===== config.mk =====
export PLATFORM = sky130hd
export DESIGN_NAME = mdu_iter_flat
export DESIGN_NICKNAME = d
export VERILOG_FILES = /design/src/rtl/mdu_iter_if.sv /design/src/rtl/mdu_iter.sv /design/src/flat_wrapper.sv
export SDC_FILE = /design/constraint.sdc
export NUM_CORES = 1
export LEC_CHECK = 0
export CORE_ASPECT_RATIO = 1.75
export CORE_UTILIZATION = 35
export CTS_CLUSTER_SIZE = 10
export DETAILED_ROUTE_END_ITERATION = 8
export PLACE_DENSITY = 0.63
export SYNTH_ARGS = -nofsm -noshare
export SYNTH_HDL_FRONTEND = slang
export SYNTH_SLANG_ARGS = --single-unit

===== constraint.sdc =====
create_clock -name clk -period 5.25 [get_ports clk]
set_input_delay 1.05 -clock clk [delete_from_list [all_inputs] [get_ports clk]]
set_output_delay 1.05 -clock clk [all_outputs]
set_load 0.005 [all_outputs]

===== src/rtl/mdu_iter_if.sv =====
// Request/response bundle between the control unit and the iterative
// multiply/divide unit: start/op/operands/flush in, busy/done/HI/LO out.
interface mdu_iter_if #(
    parameter int WIDTH = 32
);
    logic             start;
    logic [2:0]       op;
    logic [WIDTH-1:0] src_a;
    logic [WIDTH-1:0] src_b;
    logic             flush;
    logic             busy;
    logic             done;
    logic [WIDTH-1:0] hi;
    logic [WIDTH-1:0] lo;

    modport master (
        output start, op, src_a, src_b, flush,
        input  busy, done, hi, lo
    );

    modport slave (
        input  start, op, src_a, src_b, flush,
        output busy, done, hi, lo
    );
endinterface


===== src/rtl/mdu_iter.sv =====
// Iterative multiply/divide unit with HI/LO registers.
// MULT/MULTU use one shift-add step per cycle, DIV/DIVU one restoring
// shift-subtract step per cycle, both on operand magnitudes; signs are
// restored in the FIN cycle. MTHI/MTLO write HI/LO directly from IDLE.
module mdu_iter #(
    parameter int WIDTH = 32
) (
    input logic       clk,
    input logic       rst,
    mdu_iter_if.slave bus
);
    localparam int CW = $clog2(WIDTH);

    localparam logic [2:0] OP_MTHI = 3'b100;
    localparam logic [2:0] OP_MTLO = 3'b101;

    typedef enum logic [1:0] {
        IDLE,
        CALC,
        FIN
    } state_e;

    state_e           state_q;
    state_e           state_d;
    logic             accept_md;   // mult/div accepted on this edge
    logic             accept_mt;   // MTHI/MTLO accepted on this edge
    logic             finish;      // FIN cycle that commits a result

    // Operation context captured at the accepting edge
    logic             is_div_q;
    logic             neg_a_q;
    logic             neg_b_q;
    logic             div_zero_q;
    logic [WIDTH-1:0] raw_a_q;
    logic [WIDTH-1:0] mcand_q;     // multiplicand or divisor magnitude
    logic [WIDTH-1:0] work_hi_q;   // partial product high half / remainder
    logic [WIDTH-1:0] work_lo_q;   // multiplier / dividend shifting into quotient
    logic [CW-1:0]    count_q;

    logic [WIDTH-1:0] hi_q;
    logic [WIDTH-1:0] lo_q;
    logic             done_q;

    // Operand decode for the accepting edge
    logic             is_md_op;
    logic             is_mt_op;
    logic             op_signed;
    logic             src_a_neg;
    logic             src_b_neg;
    logic [WIDTH-1:0] mag_a;
    logic [WIDTH-1:0] mag_b;

    assign is_md_op  = (bus.op[2] == 1'b0);
    assign is_mt_op  = (bus.op == OP_MTHI) || (bus.op == OP_MTLO);
    assign op_signed = ~bus.op[0];
    assign src_a_neg = op_signed & bus.src_a[WIDTH-1];
    assign src_b_neg = op_signed & bus.src_b[WIDTH-1];
    assign mag_a     = src_a_neg ? -bus.src_a : bus.src_a;
    assign mag_b     = src_b_neg ? -bus.src_b : bus.src_b;

    // State register
    always_ff @(posedge clk) begin
        // NOTE: sequential state uses non-blocking assignments so every
        // register samples the pre-edge values of its neighbours.
        if (rst) begin
            state_q <= IDLE;
        end else begin
            state_q <= state_d;
        end
    end

    // Next-state and control decode
    always_comb begin
        // NOTE: every output of this block gets a default first, so no
        // path through the case statement can infer a latch.
        state_d   = state_q;
        accept_md = 1'b0;
        accept_mt = 1'b0;
        finish    = 1'b0;
        case (state_q)
            IDLE: begin
                if (bus.start && !bus.flush) begin
                    if (is_md_op) begin
                        accept_md = 1'b1;
                        state_d   = CALC;
                    end else if (is_mt_op) begin
                        accept_mt = 1'b1;
                    end
                end
            end
            CALC: begin
                if (bus.flush) begin
                    state_d = IDLE;
                end else if (count_q == CW'(WIDTH - 1)) begin
                    state_d = FIN;
                end
            end
            FIN: begin
                state_d = IDLE;
                finish  = !bus.flush;
            end
            default: state_d = IDLE;
        endcase
    end

    // One iteration step: shift-add for multiply, restoring subtract for divide
    logic [WIDTH:0]   add_sum;
    logic [WIDTH:0]   rem_shift;
    logic [WIDTH:0]   rem_diff;
    logic [WIDTH-1:0] step_hi;
    logic [WIDTH-1:0] step_lo;

    always_comb begin
        add_sum   = {1'b0, work_hi_q} + (work_lo_q[0] ? {1'b0, mcand_q} : '0);
        rem_shift = {work_hi_q, work_lo_q[WIDTH-1]};
        rem_diff  = rem_shift - {1'b0, mcand_q};
        if (is_div_q) begin
            if (!rem_diff[WIDTH]) begin
                step_hi = rem_diff[WIDTH-1:0];
                step_lo = {work_lo_q[WIDTH-2:0], 1'b1};
            end else begin
                step_hi = rem_shift[WIDTH-1:0];
                step_lo = {work_lo_q[WIDTH-2:0], 1'b0};
            end
        end else begin
            step_hi = add_sum[WIDTH:1];
            step_lo = {add_sum[0], work_lo_q[WIDTH-1:1]};
        end
    end

    // Sign correction and divide-by-zero override applied in FIN
    logic [2*WIDTH-1:0] prod_mag;
    logic [2*WIDTH-1:0] prod_res;
    logic [WIDTH-1:0]   res_hi;
    logic [WIDTH-1:0]   res_lo;

    always_comb begin
        prod_mag = {work_hi_q, work_lo_q};
        prod_res = (neg_a_q ^ neg_b_q) ? -prod_mag : prod_mag;
        if (!is_div_q) begin
            res_hi = prod_res[2*WIDTH-1:WIDTH];
            res_lo = prod_res[WIDTH-1:0];
        end else if (div_zero_q) begin
            res_hi = raw_a_q;
            res_lo = '1;
        end else begin
            res_hi = neg_a_q ? -work_hi_q : work_hi_q;
            res_lo = (neg_a_q ^ neg_b_q) ? -work_lo_q : work_lo_q;
        end
    end

    // Working registers: loaded at accept, stepped while in CALC
    always_ff @(posedge clk) begin
        // NOTE: no reset here on purpose; these are always loaded at the
        // accepting edge before any cycle reads them.
        if (accept_md) begin
            is_div_q   <= bus.op[1];
            neg_a_q    <= src_a_neg;
            neg_b_q    <= src_b_neg;
            div_zero_q <= (bus.src_b == '0);
            raw_a_q    <= bus.src_a;
            mcand_q    <= mag_b;
            work_hi_q  <= '0;
            work_lo_q  <= mag_a;
            count_q    <= '0;
        end else if (state_q == CALC) begin
            work_hi_q  <= step_hi;
            work_lo_q  <= step_lo;
            count_q    <= count_q + CW'(1);
        end
    end

    // Architectural HI/LO and the done pulse
    always_ff @(posedge clk) begin
        if (rst) begin
            hi_q   <= '0;
            lo_q   <= '0;
            done_q <= 1'b0;
        end else begin
            done_q <= finish;
            if (finish) begin
                hi_q <= res_hi;
                lo_q <= res_lo;
            end else if (accept_mt) begin
                if (bus.op == OP_MTHI) begin
                    hi_q <= bus.src_a;
                end else begin
                    lo_q <= bus.src_a;
                end
            end
        end
    end

    assign bus.busy = (state_q != IDLE);
    assign bus.done = done_q;
    assign bus.hi   = hi_q;
    assign bus.lo   = lo_q;
endmodule


===== src/flat_wrapper.sv =====
// flat-port wrapper written by rule: the top's interface ports become plain ports
module mdu_iter_flat 
#(
    parameter int WIDTH = 32
)
  (clk, rst, bus_start, bus_op, bus_src_a, bus_src_b, bus_flush, bus_busy, bus_done, bus_hi, bus_lo);
  mdu_iter_if #(.WIDTH(WIDTH)) bus_i ();
  input logic clk;
  input logic rst;
  input wire logic [$bits(bus_i.start)-1:0] bus_start;
  input wire logic [$bits(bus_i.op)-1:0] bus_op;
  input wire logic [$bits(bus_i.src_a)-1:0] bus_src_a;
  input wire logic [$bits(bus_i.src_b)-1:0] bus_src_b;
  input wire logic [$bits(bus_i.flush)-1:0] bus_flush;
  output wire logic [$bits(bus_i.busy)-1:0] bus_busy;
  output wire logic [$bits(bus_i.done)-1:0] bus_done;
  output wire logic [$bits(bus_i.hi)-1:0] bus_hi;
  output wire logic [$bits(bus_i.lo)-1:0] bus_lo;
  assign bus_i.start = bus_start;
  assign bus_i.op = bus_op;
  assign bus_i.src_a = bus_src_a;
  assign bus_i.src_b = bus_src_b;
  assign bus_i.flush = bus_flush;
  assign bus_busy = bus_i.busy;
  assign bus_done = bus_i.done;
  assign bus_hi = bus_i.hi;
  assign bus_lo = bus_i.lo;
  mdu_iter #(.WIDTH(WIDTH)) u_core (.clk(clk), .rst(rst), .bus(bus_i));
endmodule

==> flow_summary.json, run 1 <==
{
  "ioPinCount": 137,
  "cts.clk_slew.worst_paths_ns": 0.06,
  "postRouteAntennaNets": 0,
  "cts-root-buf": "clkbuf_16",
  "rsz0062_at_grt": "false",
  "coreArea_um2": 44400,
  "ctsResizeCount": 0,
  "pwr-share-comb_pct": 37.1,
  "synth_largest_area_cell": "edfxtp_1",
  "synth.most_common_cell": "o21ai_0",
  "drc": 0,
  "fin_crit_ns": 4.34,
  "totalWireLength_mm": 57.4,
  "pwr-share-clk_pct": 27.4,
  "cts_buffers": 24,
  "grt_max_degree": 138,
  "setup_viol": 0,
  "synth_edf_count": 100,
  "end_kind": "flip-flop",
  "power.total_mw": 5.75,
  "placed_cells": 2512,
  "p_sw_share_pct": 38.5,
  "via_per_inst": 5.97,
  "cp.required_ns": 5.62,
  "dp_hpwl_mm": 43.0,
  "die-width_um": 163,
  "async_flop_share_pct": 0,
  "drtPass1Iterations": 5,
  "cp.arrival_ns": 4.71,
  "clk_latency_ns": 0.54,
  "syn_area_um2": 15800,
  "first_iter_violations": 897,
  "startpoint_type": "flip-flop",
  "maxSlewHeadroom_pct": 32.8,
  "ir_worst_vdd_mv": 0.246,
  "max_cap_viol_count": 0,
  "yosys.cell_types.count": 84,
  "pwr_density_cell_nw_per_um2": 312,
  "p_int_mw": 3.54,
  "antennaDiodeCount": 0,
  "crit_type": "reg -> reg",
  "ys_seq_area_share_pct": 32.1,
  "htreeDepth": 1,
  "crit_fanout": 12,
  "syn_inst": 1887,
  "gp_congestion": 0.951,
  "synth_top_area_share_pct": 19.0,
  "cts_tree": "yes",
  "syn_to_final_growth_pct": 16.4,
  "tightest_slew_ns": 0.995,
  "status": "finished clean",
  "cts.sinks": 204,
  "post-route-util_pct": 41.5,
  "max_freq_mhz": 230,
  "ys_ff_latch": 204,
  "hold_viol": 0,
  "syn-mean-instance-area_um2": 8.39,
  "pwr-share-seq_pct": 35.5,
  "hp-class": "reg -> reg",
  "start_util_pct": 35.6,
  "postSynthNetCount": 2030,
  "grt_first_pass_wirelength_mm": 88.1,
  "layout-drive-gt1-share_pct": 5.15,
  "synth.area.top_cells": "edfxtp_1 (19%), dfxtp_1 (13%), mux2i_1 (6.6%)",
  "vias": 15200,
  "final_cells": 2553,
  "dieArea_um2": 46100,
  "drt-wirelength-per-cell_um": 22.5,
  "cts_hold_buf": 0,
  "grt_pass1_vias": 15400,
  "finalSetupTns_ns": 0,
  "final-max-slew-violation-count": 0,
  "p_switching_mw": 2.21,
  "numPortBuffers": 136,
  "fin_skew_ns": 0.0165,
  "p_leak_nw": 7.07,
  "synth_top_cells_by_count": "o21ai_0 (185), nor2_1 (153), nand2_1 (145)",
  "ys_warn_count": 0,
  "layout_worst_path_cycle_share_pct": 82.8,
  "cts_buffer_depth": 3,
  "grt_util_all_layers_pct": 24.5,
  "num-nets-final": 2109,
  "die_y_um": 283,
  "grt_overflow": 0,
  "antenna_found_initial": 0,
  "cts_setup_buffers": 0,
  "ys.flop_type": "dfxtp_1",
  "num_rows": 102
}
-- through the flow --
| stage | hold WS [ns] | worst slack, ns | instance area (um^2) |
|---|---|---|---|
| 5_1_grt | 0.509 | 0.639 | 18400 |
| 3_3_place_gp | 0.453 | 0.896 | 17700 |
| 2_1_floorplan | 0.440 | 1.02 | 15800 |
| 6_report | 0.467 | 0.906 | 18400 |
| 3_5_place_dp | 0.456 | 0.833 | 17700 |
| 4_1_cts | 0.467 | 0.998 | 18400 |
-- routing by layer --
metal	track usage, %	routed length (um)
met2	45.5	30100
met5	0	0
met4	15.7	3890
met1	25.6	20700
met3	2.71	2740
-- critical path: stages, from the launching register on --
cell      delay [ns]
edfxtp_1        0.47
clkinv_1        0.45
nor2_1          0.26
ha_1            0.31
a211oi_1        0.36
o21ai_0         0.26
a211oi_1        0.39
o21ai_0         0.30
o21ai_0         0.64
nand2b_1        0.12
a21o_1          0.23
xnor2_1         0.25
a221oi_1        0.13
-- layout make-up --
cell class | instances | area [um^2]
flip-flops and latches | 204 | 5080
fillers | 4566 | 26000
repair buffers | 173 | 1660
inverters | 71 | 269
clock inverters | 1 | 5.00
clock buffers | 40 | 682
multi-input cells | 1492 | 10000
well taps | 572 | 716
-- worst paths after layout --
check	start	end	slack [ns]	depth (start not counted)
worst max-delay path	u_core.work_lo_q[0]$_DFFE_PP_	u_core.work_hi_q[27]$_SDFFE_PP0P_	0.91	12
worst min register to register	u_core.count_q[4]$_SDFFE_PP0P_	u_core.count_q[4]$_SDFFE_PP0P_	0.47	2
worst max register to register	u_core.work_lo_q[0]$_DFFE_PP_	u_core.work_hi_q[27]$_SDFFE_PP0P_	0.91	12
worst min-delay path	u_core.count_q[4]$_SDFFE_PP0P_	u_core.count_q[4]$_SDFFE_PP0P_	0.47	2
-- power by group through the flow --
stage	clock network [mW]	registers, mW	logic [mW]
after floorplan	0	1.94	1.54
after global placement	0	2.06	2.07
after detailed placement	0	2.07	2.09
after CTS	1.60	2.03	2.10
after global routing	1.66	2.06	2.32
final	1.57	2.04	2.13
-- cells in the final DEF (no fill, tap or decap), types with 25 or more instances in the layout --
master	n
xnor2_1	107
nor2_1	151
edfxtp_1	100
o21ai_0	185
inv_1	67
ha_1	70
nand2_1	144
xor2_1	61
clkbuf_16	25
a21o_1	30
mux2i_1	104
a211oi_1	71
clkdlybuf4s50_1	135
a221oi_1	38
a21oi_1	141
dfxtp_1	104
nor2b_1	29
buf_4	35
nor3_1	41
nand3_1	26
-- cell families after synthesis --
kind of cell | share of synthesized area [%]
compound gates | 24.6
xor+xnor | 9.35
fa+ha+maj | 5.79
buf+inv | 4.70
flops | 32.1
mux | 7.01
simple gates | 16.4
-- flip-flops by register name (all words and copies together), names as in the netlist --
register	cells
u_core.bus.lo	32
u_core.div_zero_q	1
u_core.raw_a_q	32
u_core.is_div_q	1
u_core.bus.done	1
u_core.state_q	2
u_core.bus.hi	32
u_core.mcand_q	32
u_core.count_q	5
u_core.neg_a_q	1
u_core.work_lo_q	32
u_core.neg_b_q	1
u_core.work_hi_q	32
No activity file was read; power rests on OpenSTA's default activity.
==> inputs of run 2 (changes only) <==
clock period = 4 ns   (was 5.25 ns; I/O delays follow)
==> run 2 against run 1 <==
- via count up 1.2%
- clock-buffer cell count up 3
- worst hold slack better by 0.0059 ns
- combinational power up 44%
- design area up 3.0%
- utilization up 1.2 points
- critical path type unchanged
==> flow_summary.json, run 2 (same netlist as run 1, synthesis figures left out) <==
{
  "grt_first_pass_wirelength_mm": 89.6,
  "pwr_density_cell_nw_per_um2": 409,
  "rsz0062_at_grt": "false",
  "rr_endpoint": "u_core.work_hi_q[22]$_SDFFE_PP0P_",
  "gp_congestion": 0.995,
  "num-nets-final": 2176,
  "grt_pass1_vias": 15400,
  "clk_latency_ns": 0.54,
  "num_rows": 102,
  "path_depth": 12,
  "numPortBuffers": 136,
  "r2r_start": "u_core.work_lo_q[0]$_DFFE_PP_",
  "crit_fanout": 4,
  "totalWireLength_mm": 58.7,
  "via_per_inst": 5.88,
  "layout_worst_path_cycle_share_pct": 94.2,
  "die_y_um": 283,
  "maxSlewHeadroom_pct": 29.4,
  "grt_max_degree": 138,
  "cp_slowest_cell": "or4_1",
  "fin_crit_ns": 3.77,
  "max_stage_delay_ns": 0.57,
  "vias": 15400,
  "rr_worst_depth": 12,
  "htreeDepth": 1,
  "p_switching_mw": 2.97,
  "ir_worst_vdd_mv": 0.304,
  "startpoint_type": "flip-flop",
  "cts_buffers": 24,
  "antennaDiodeCount": 0,
  "post-route-util_pct": 42.7,
  "coreArea_um2": 44400,
  "cpLargestDelayFamily": "compound AO/OA/AOI/OAI gates",
  "setup_viol": 0,
  "p_sw_share_pct": 38.3,
  "start_util_pct": 35.6,
  "antenna_found_initial": 0,
  "ctsResizeCount": 0,
  "layout-drive-gt1-share_pct": 8.24,
  "crit_path_end": "u_core.work_hi_q[22]$_SDFFE_PP0P_",
  "drc": 0,
  "final-max-slew-violation-count": 0,
  "cts.sinks": 204,
  "first_iter_violations": 862,
  "final_common_cell": "o21ai_0",
  "cts-root-buf": "clkbuf_16",
  "tightest_slew_ns": 1.06,
  "ioPinCount": 137,
  "crit_chain": "clkinv_1 -> nor2_1 -> ha_1 -> a211oi_1 -> o21ai_0 -> and4_1 -> or4_1 -> and2_1 -> a21oi_1 -> nor2_1 -> o311ai_0 -> o221ai_1",
  "crit_buf_inv": 1,
  "max_freq_mhz": 265,
  "pwr-share-clk_pct": 27.2,
  "cts_buffer_depth": 3,
  "r2r_slack_ns": 0.23,
  "crit_type": "reg -> reg",
  "dp_hpwl_mm": 44.6,
  "drt-wirelength-per-cell_um": 22.4,
  "cts_tree": "yes",
  "pwr-share-comb_pct": 39.6,
  "cts_setup_buffers": 0,
  "critPathMostFrequentCell": "nor2_1",
  "fin_skew_ns": 0.0122,
  "dieArea_um2": 46100,
  "cp.arrival_ns": 4.17,
  "status": "finished clean",
  "syn_to_final_growth_pct": 19.9,
  "postRouteAntennaNets": 0,
  "die-width_um": 163,
  "final_cell_mix": "o21ai_0 (185), nor2_1 (151), nand2_1 (144)",
  "end_kind": "flip-flop",
  "cts_hold_buf": 0,
  "hold_viol": 0,
  "p_leak_nw": 7.41,
  "power.total_mw": 7.76,
  "hp-class": "reg -> reg",
  "finalSetupTns_ns": 0,
  "max_cap_viol_count": 0,
  "grt_util_all_layers_pct": 25.2,
  "p_int_mw": 4.79,
  "cp.required_ns": 4.40,
  "critPathLaunch": "u_core.work_lo_q[0]$_DFFE_PP_",
  "pwr-share-seq_pct": 33.2,
  "grt_overflow": 0,
  "cts.clk_slew.worst_paths_ns": 0.06,
  "drtPass1Iterations": 5
}
==> run 2: power by group through the flow <==
stage	Sequential [mW]	Combinational (mW)	Clock, mW
6_report	2.58	3.07	2.11
5_1_grt	2.59	3.33	2.21
4_1_cts	2.57	3.03	2.13
3_5_place_dp	2.61	3.00	0
3_3_place_gp	2.61	2.98	0
2_1_floorplan	2.54	2.03	0
==> run 2: stage by stage <==
stage | instances | setup slack, ns | cell area, um^2 | hold WS, ns
finish | 2622 | 0.231 | 19000 | 0.472
global route | 2622 | 0.0188 | 19000 | 0.533
CTS | 2622 | 0.289 | 19000 | 0.475
detailed placement | 2579 | -0.0254 | 18300 | 0.465
global placement | 2579 | -0.00385 | 18300 | 0.452
floorplan | 1887 | 0.0189 | 15800 | 0.440
==> run 2: metal layers <==
| metal | up-vias | global-route usage [%] | routed length, um |
|---|---|---|---|
| met3 | 170 | 2.90 | 2700 |
| met2 | 540 | 47.4 | 31400 |
| li1 | 7273 | - | - |
| met1 | 7433 | 26.0 | 21000 |
| met4 | 0 | 15.2 | 3620 |
| met5 | - | 0 | 0 |
==> run 2: worst min-delay path by stage <==
stage,from,to,slack (ns),cells after the start
2_1_floorplan,u_core.count_q[4]$_SDFFE_PP0P_,u_core.count_q[4]$_SDFFE_PP0P_,0.44,2
3_3_place_gp,u_core.count_q[4]$_SDFFE_PP0P_,u_core.count_q[4]$_SDFFE_PP0P_,0.45,2
3_5_place_dp,u_core.count_q[4]$_SDFFE_PP0P_,u_core.count_q[4]$_SDFFE_PP0P_,0.47,2
4_1_cts,u_core.count_q[4]$_SDFFE_PP0P_,u_core.count_q[4]$_SDFFE_PP0P_,0.48,2
5_1_grt,u_core.count_q[4]$_SDFFE_PP0P_,u_core.count_q[4]$_SDFFE_PP0P_,0.53,2
6_report,u_core.count_q[4]$_SDFFE_PP0P_,u_core.count_q[4]$_SDFFE_PP0P_,0.47,2
==> run 2: final cells by class <==
cell class,count,area (um^2)
Sequential cell,204,5080
Timing Repair Buffer,240,2190
Fill cell,4525,25400
Clock buffer,43,703
Inverter,71,269
Tap cell,572,716
Multi-Input combinational cell,1492,10000
==> run 2: worst min-delay path: cells and delay by family, from the launching register on <==
kind | cells | cell delay, ns
flip-flops | 1 | 0.31
AO/OA/AOI/OAI | 1 | 0.06
AND/OR/NAND/NOR | 1 | 0.05
